`src/rtl/clkdiv_multi.sv`:
```
// clkdiv_multi: per-channel programmable clock divider with shadowed ratio reload and common sync.
// Every channel outputs a registered divided clock, a one-cycle enable pulse and a reload-pending flag.
module clkdiv_multi #(
  parameter int CH      = 4,
  parameter int W       = 8,
  parameter int DEF_DIV = 2
) (
  input  logic            clk,
  input  logic            rst_n,
  input  logic [CH*W-1:0] div_i,
  input  logic [CH-1:0]   div_load_i,
  input  logic            sync_i,
  output logic [CH-1:0]   clk_o,
  output logic [CH-1:0]   ce_o,
  output logic [CH-1:0]   pend_o
);
  for (genvar g = 0; g < CH; g++) begin : g_ch
    logic [W-1:0] act_q, act_d, shd_q, shd_d, cnt_q, cnt_d, nxt;
    logic [W:0]   half;
    logic         pend_q, pend_d, clk_q, clk_d, ce_q, ce_d, en, wrap, apply, load;
    assign load = div_load_i[g];
    assign nxt  = div_i[g*W +: W];
    // A disabled channel has no boundary to wait for, so a load takes effect immediately.
    always_comb begin
      en     = act_q != '0;
      wrap   = en && cnt_q == act_q - 1'b1;
      apply  = sync_i | wrap | (!en & load);
      shd_d  = load ? nxt : shd_q;
      pend_d = (load | pend_q) & !apply;
      act_d  = (apply && (load | pend_q)) ? shd_d : act_q;
      cnt_d  = (apply || !en) ? '0 : cnt_q + 1'b1;
      half   = ({1'b0, act_d} + 1'b1) >> 1;
      ce_d   = cnt_d == '0 && act_d != '0;
      clk_d  = {1'b0, cnt_d} < half && act_d != '0;
    end
    always_ff @(posedge clk or negedge rst_n) begin
      if (!rst_n) begin
        act_q  <= W'(DEF_DIV);
        shd_q  <= W'(DEF_DIV);
        cnt_q  <= W'(DEF_DIV - 1);
        pend_q <= 1'b0;
        clk_q  <= 1'b0;
        ce_q   <= 1'b0;
      end else begin
        act_q  <= act_d;
        shd_q  <= shd_d;
        cnt_q  <= cnt_d;
        pend_q <= pend_d;
        clk_q  <= clk_d;
        ce_q   <= ce_d;
      end
    end
    assign clk_o[g]  = clk_q;
    assign ce_o[g]   = ce_q;
    assign pend_o[g] = pend_q;
  end
endmodule

```
`config.mk`:
```
export PLATFORM = sky130hd
export DESIGN_NAME = clkdiv_multi
export DESIGN_NICKNAME = d
export VERILOG_FILES = /design/src/rtl/clkdiv_multi.sv
export SDC_FILE = /design/constraint.sdc
export NUM_CORES = 1
export LEC_CHECK = 0
export CAP_MARGIN = 20
export CORE_MARGIN = 5
export CORE_UTILIZATION = 39
export DETAILED_ROUTE_END_ITERATION = 6
export PLACE_DENSITY = 0.68
export RECOVER_POWER = 50
export SETUP_SLACK_MARGIN = 0.02
export SLEW_MARGIN = 10
export SYNTH_ARGS = -nofsm -noshare
export SYNTH_HDL_FRONTEND = slang
export SYNTH_SLANG_ARGS = --single-unit
export TNS_END_PERCENT = 50
```
`constraint.sdc`:
```
create_clock -name clk -period 5.7 [get_ports clk]
set_input_delay 0.57 -clock clk [delete_from_list [all_inputs] [get_ports clk]]
set_output_delay 0.57 -clock clk [all_outputs]
set_load 0.05 [all_outputs]
```
==> results of run 1 <==
## worst max-delay path: stages, from the launching register on
cell and delay (ps):
dfstp_2 570, inv_1 70, ha_1 260, xor2_1 180, or3_1 350, a221o_1 370, a211oi_1 300, o22ai_1 150
buf_4 230, nand2_1 90, o21ai_0 110, inv_1 90, ha_1 210, nand3_1 110, o41ai_1 440, xnor2_1 210
ha_1 280, a21o_1 160, a21o_1 160, a21oi_1 130, o31ai_1 90, a41oi_1 190
## state kept, by name (all words and copies together) (netlist names)
name	count
g_ch.ce_q	4
g_ch.act_q	32
g_ch.pend_q	4
g_ch.shd_q	32
g_ch.clk_q	4
g_ch.cnt_q	32
## cell usage after synthesis (all sizes together) (8+ instances only)
cell type  count  area share
a21o          12       0.012
a21oi         18       0.012
and3          14       0.012
buf           21       0.020
clkbuf        33       0.017
dfrtp         96        0.32
dfstp         12       0.043
ha            47       0.079
inv           32       0.016
mux2          46       0.071
mux2i         21       0.028
nand2         38       0.019
nand3         46       0.031
nand4         17       0.014
nor2          66       0.033
nor3          25       0.017
nor4          11      0.0093
o211ai         8      0.0081
o21ai         31       0.021
or3           12       0.010
xnor2         46       0.054
xor2          36       0.043
## path summary, 6_finish.rpt
check | startpoint | depth (start not counted) | to | slack (ps)
setup / recovery | g_ch[1].act_q[1] | 21 | g_ch[1].clk_q | 850
max in group asynchronous | rst_n | 2 | g_ch[1].cnt_q[4] | 2200
setup reg to reg | g_ch[1].act_q[1] | 21 | g_ch[1].clk_q | 850
hold / removal | g_ch[1].shd_q[7] | 1 | g_ch[1].shd_q[7] | 490
hold reg to reg | g_ch[1].shd_q[7] | 1 | g_ch[1].shd_q[7] | 490
min in group asynchronous | rst_n | 1 | g_ch[2].pend_q | 920
## cell families after synthesis
group,count (synthesis),synth area share
AOI/OAI and AO/OA,117,0.114
adders and majority gates,47,0.0793
DFF,108,0.366
muxes,67,0.0997
xor gates and xnor gates,82,0.0968
buffers and inverters,86,0.0530
and+or+nand+nor,271,0.191
## power groups by stage
stage	sequential, µW	combinational [µW]	clock (µW)
after detailed placement	1020	781	0
final	1010	775	657
after CTS	1010	787	676
after global placement	1020	771	0
after global routing	1020	872	703
after floorplan	953	645	0
## final cells by class
cell class / count / area (µm²)
Clock inverter: 7 / 78.8
Fill cell: 1798 / 10500
Clock buffer: 9 / 225
Sequential cell: 108 / 2720
Inverter: 32 / 120
Multi-Input combinational cell: 584 / 4310
Tap cell: 234 / 293
Timing Repair Buffer: 53 / 514
## metal layers
layer | share of wire | global-route usage
met1 | 0.48 | 0.214
met4 | 0.018 | 0.0527
met3 | 0.038 | 0.0264
met2 | 0.46 | 0.245
met5 | 0 | 0
## metrics by stage
| step | instance area [µm²] | hold WS, ps | total power (µW) | utilization | cells |
|---|---|---|---|---|---|
| global route | 8250 | 532 | 2600 | 0.441 | 1027 |
| CTS | 8260 | 208 | 2470 | 0.442 | 1027 |
| global placement | 7960 | 486 | 1790 | 0.425 | 1011 |
| finish | 8250 | 493 | 2440 | 0.441 | 1027 |
| detailed placement | 7960 | 493 | 1800 | 0.425 | 1011 |
| floorplan | 7420 | 274 | 1600 | - | 778 |
==> results.json, run 1 <==
{
  "clkPwrFrac": 0.269,
  "clockBufferDepth": 2,
  "grt_overflow_total": 0,
  "p_seq_frac": 0.413,
  "die_w_um": 148,
  "io_buffers": 50,
  "relSlewSlack": -0.586,
  "post_cts_buffers": 0,
  "switching_share": 0.358,
  "routed_wl_um": 16300,
  "crit_type": "reg2reg",
  "outcome": "finished with violations",
  "fin_crit_sh": 0.850,
  "worstPathArrival_ps": 5120,
  "violations": "capacitance limit, slew limit",
  "track_usage": 0.154,
  "diodes": 0,
  "grt_pass1_vias": 5543,
  "synth_flop_cell": "dfrtp_1",
  "drt_iter0_drc": 360,
  "cts_resized": 0,
  "start_util": 0.396,
  "cts_root_buf": "clkbuf_16",
  "p_sw_uw": 872,
  "synth_cell_types": 73,
  "ys_seq_area_frac": 0.366,
  "first_pass_iters": 5,
  "final_common_cell": "dfrtp_1",
  "drt.antenna.violating_nets": 0,
  "ys_seq_elements": 108,
  "hold_viol": 0,
  "async_flop_share": 1.00,
  "fmax_ghz": 0.206,
  "power_leakage_uw": 0.00346,
  "cp.required_ps": 5970,
  "rsz0062_at_grt": "no",
  "crit_path_end_kind": "flip-flop",
  "period_minus_slack_ps": 4850,
  "cts-htree-levels": 3,
  "irDropWorstVdd_uv": 173,
  "netlist_instances": 778,
  "post_drt_wl_per_cell_um": 15.9,
  "cts_sinks": 108,
  "internal_power_uw": 1570,
  "drive_gt1_frac": 0.0807,
  "gp_congestion": 0.849,
  "max_cap_viol_count": 2,
  "worst_clock_skew_ps": 9.44,
  "syn_area_mm2": 0.00742,
  "combPwrFrac": 0.318,
  "dp_slack_ps": 877,
  "coreArea_mm2": 0.0187,
  "most-common-layout-cells": "dfrtp_1 (96), nor2_1 (66), ha_1 (47), nand3_1 (46), xnor2_1 (46)",
  "cts_tree": "yes",
  "grt_max_degree": 67,
  "critPathLaunchType": "flip-flop",
  "std_cell_rows": 50,
  "synth_nets": 864,
  "postCtsHoldBufs": 0,
  "cts_buffers": 9,
  "finalSetupTns_ps": 0,
  "cts.clk_slew.worst_paths_ps": 80,
  "path_max_fanout": 24,
  "num-nets-final": 874,
  "setup_slack_ps": 852,
  "ys_warn_count": 0,
  "antenna_found_initial": 0,
  "setup_viol": 0,
  "hold_path_class": "reg2reg",
  "slew_viol_final": 111,
  "grt_pass1_wl_um": 28000,
  "worst_pin_slew_ps": 2380,
  "synth_edf_count": 0,
  "routed-via-count": 5696,
  "cellPowerDensity_mw_per_mm2": 295,
  "clk_latency_ps": 360,
  "dieArea_mm2": 0.0219,
  "avgSynthCellArea_um2": 9.53,
  "drc_errors": 0,
  "dp_hpwl_um": 12300,
  "die_h_um": 148,
  "syn2layout_area_growth_pct": 11.3,
  "pin_count": 51,
  "vias_per_cell": 5.55
}
Note: power is estimated with default switching activity, not from simulation.
==> run 2: changes to the inputs <==
Settings changed: CTS_BUF_LIST set to sky130_fd_sc_hd__clkbuf_8.
==> results.json, run 2 (synthesis gave the netlist of run 1 again) <==
{
  "fillers": 1809,
  "clockBufferDepth": 2,
  "pin_count": 51,
  "num-nets-final": 874,
  "crit_path_end_kind": "flip-flop",
  "track_usage": 0.153,
  "dp_cells": 1011,
  "hold_ws_ps": 500,
  "grt_overflow_total": 0,
  "drt_iter0_drc": 295,
  "die_w_um": 148,
  "worst_clock_skew_ps": 14.1,
  "most-common-layout-cells": "dfrtp_1 (96), nor2_1 (66), ha_1 (47), nand3_1 (46), xnor2_1 (46)",
  "path_max_fanout": 24,
  "worstPathArrival_ps": 5180,
  "post_drt_wl_per_cell_um": 15.9,
  "gp_congestion": 0.849,
  "routed_wl_um": 16300,
  "drt.antenna.violating_nets": 0,
  "cellPowerDensity_mw_per_mm2": 279,
  "diodes": 0,
  "irDropWorstVdd_uv": 118,
  "fmax_ghz": 0.206,
  "cts_tree": "yes",
  "slew_viol_final": 111,
  "first_pass_iters": 5,
  "finalSetupTns_ps": 0,
  "final_common_cell": "dfrtp_1",
  "cts-htree-levels": 3,
  "std_cell_rows": 50,
  "vias_per_cell": 5.52,
  "io_buffers": 50,
  "reg_top3": "g_ch.act_q: 32 flops, g_ch.cnt_q: 32 flops, g_ch.shd_q: 32 flops",
  "die_h_um": 148,
  "clk_latency_ps": 400,
  "start_util": 0.396,
  "grt_max_degree": 67,
  "worst_pin_slew_ps": 2360,
  "hold_path_class": "reg2reg",
  "period_minus_slack_ps": 4870,
  "grt_pass1_wl_um": 27800,
  "crit_type": "reg2reg",
  "cts_resized": 0,
  "drc_errors": 0,
  "drive_gt1_frac": 0.0807,
  "relSlewSlack": -0.571,
  "power_leakage_uw": 0.00341,
  "post_cts_buffers": 0,
  "cts_root_buf": "clkbuf_8",
  "dieArea_mm2": 0.0219,
  "reg2reg_slack_ps": 830,
  "cts_sinks": 108,
  "cts.clk_slew.worst_paths_ps": 110,
  "routed-via-count": 5673,
  "rsz0062_at_grt": "no",
  "outcome": "finished with violations",
  "syn2layout_area_growth_pct": 9.94,
  "postCtsHoldBufs": 0,
  "antenna_found_initial": 0,
  "fin_crit_sh": 0.854,
  "critPathLaunchType": "flip-flop",
  "violations": "capacitance limit, slew limit",
  "grt_pass1_vias": 5507,
  "max_cap_viol_count": 2,
  "cp.required_ps": 6010,
  "hold_viol": 0,
  "instances_no_fill": 1027,
  "dp_hpwl_um": 12300,
  "cts_buffers": 9,
  "setup_viol": 0,
  "coreArea_mm2": 0.0187
}
run 2: changes by cell type in the layout (fill, tap and decap cells not counted):
| cell | previous run | this run |
|---|---|---|
| clkbuf_8 | 0 | 9 |
| clkbuf_16 | 9 | 0 |
run 2: per-layer routing:
metal | wire length [µm] | global-route usage
met5 | 0 | 0
met4 | 242 | 0.0439
met3 | 563 | 0.0294
met2 | 7530 | 0.245
met1 | 7950 | 0.214
run 2: through the flow:
step	setup slack [ps]	utilization	cell area, µm²	total power, µW
6_report	835	0.436	8150	2280
5_1_grt	328	0.436	8150	2440
4_1_cts	829	0.436	8160	2310
3_5_place_dp	877	0.425	7960	1800
3_3_place_gp	905	0.425	7960	1790
2_1_floorplan	1280	-	7420	1600
run 2: worst paths after layout:
| path | from | cells past startpoint | to |
|---|---|---|---|
| worst max register to register | g_ch[1].act_q[1] | 21 | g_ch[1].clk_q |
| max in group asynchronous | rst_n | 2 | g_ch[1].cnt_q[4] |
| min in group asynchronous | rst_n | 1 | g_ch[2].pend_q |
| worst min register to register | g_ch[1].shd_q[7] | 1 | g_ch[1].shd_q[7] |
| worst min-delay path | g_ch[1].shd_q[7] | 1 | g_ch[1].shd_q[7] |
| worst max-delay path | g_ch[1].act_q[1] | 21 | g_ch[1].clk_q |
run 2: worst max-delay path, cell delays in order, from the launching register on:
cell      delay, ps
dfstp_2         580
inv_1            70
ha_1            260
xor2_1          180
or3_1           350
a221o_1         370
a211oi_1        310
o22ai_1         150
buf_4           240
nand2_1         100
o21ai_0         110
inv_1            90
ha_1            210
nand3_1         100
o41ai_1         440
xnor2_1         210
ha_1            280
a21o_1          160
a21o_1          160
a21oi_1         130
o31ai_1          90
a41oi_1         200
run 2: cell type report:
type,instances,area [µm²],share of cell area
Multi-Input combinational cell,584,4310,0.528
Sequential cell,108,2720,0.333
Timing Repair Buffer,53,514,0.0631
Tap cell,234,293,0.0359
Clock buffer,9,124,0.0152
Inverter,32,120,0.0147
Clock inverter,7,78.8,0.00967
run 2: power by group:
group	leakage [µW]	internal [µW]	total, µW	switching, µW
sequential	0.00130	871	1010	136
clock	0.000105	210	499	289
combinational	0.00200	347	773	426
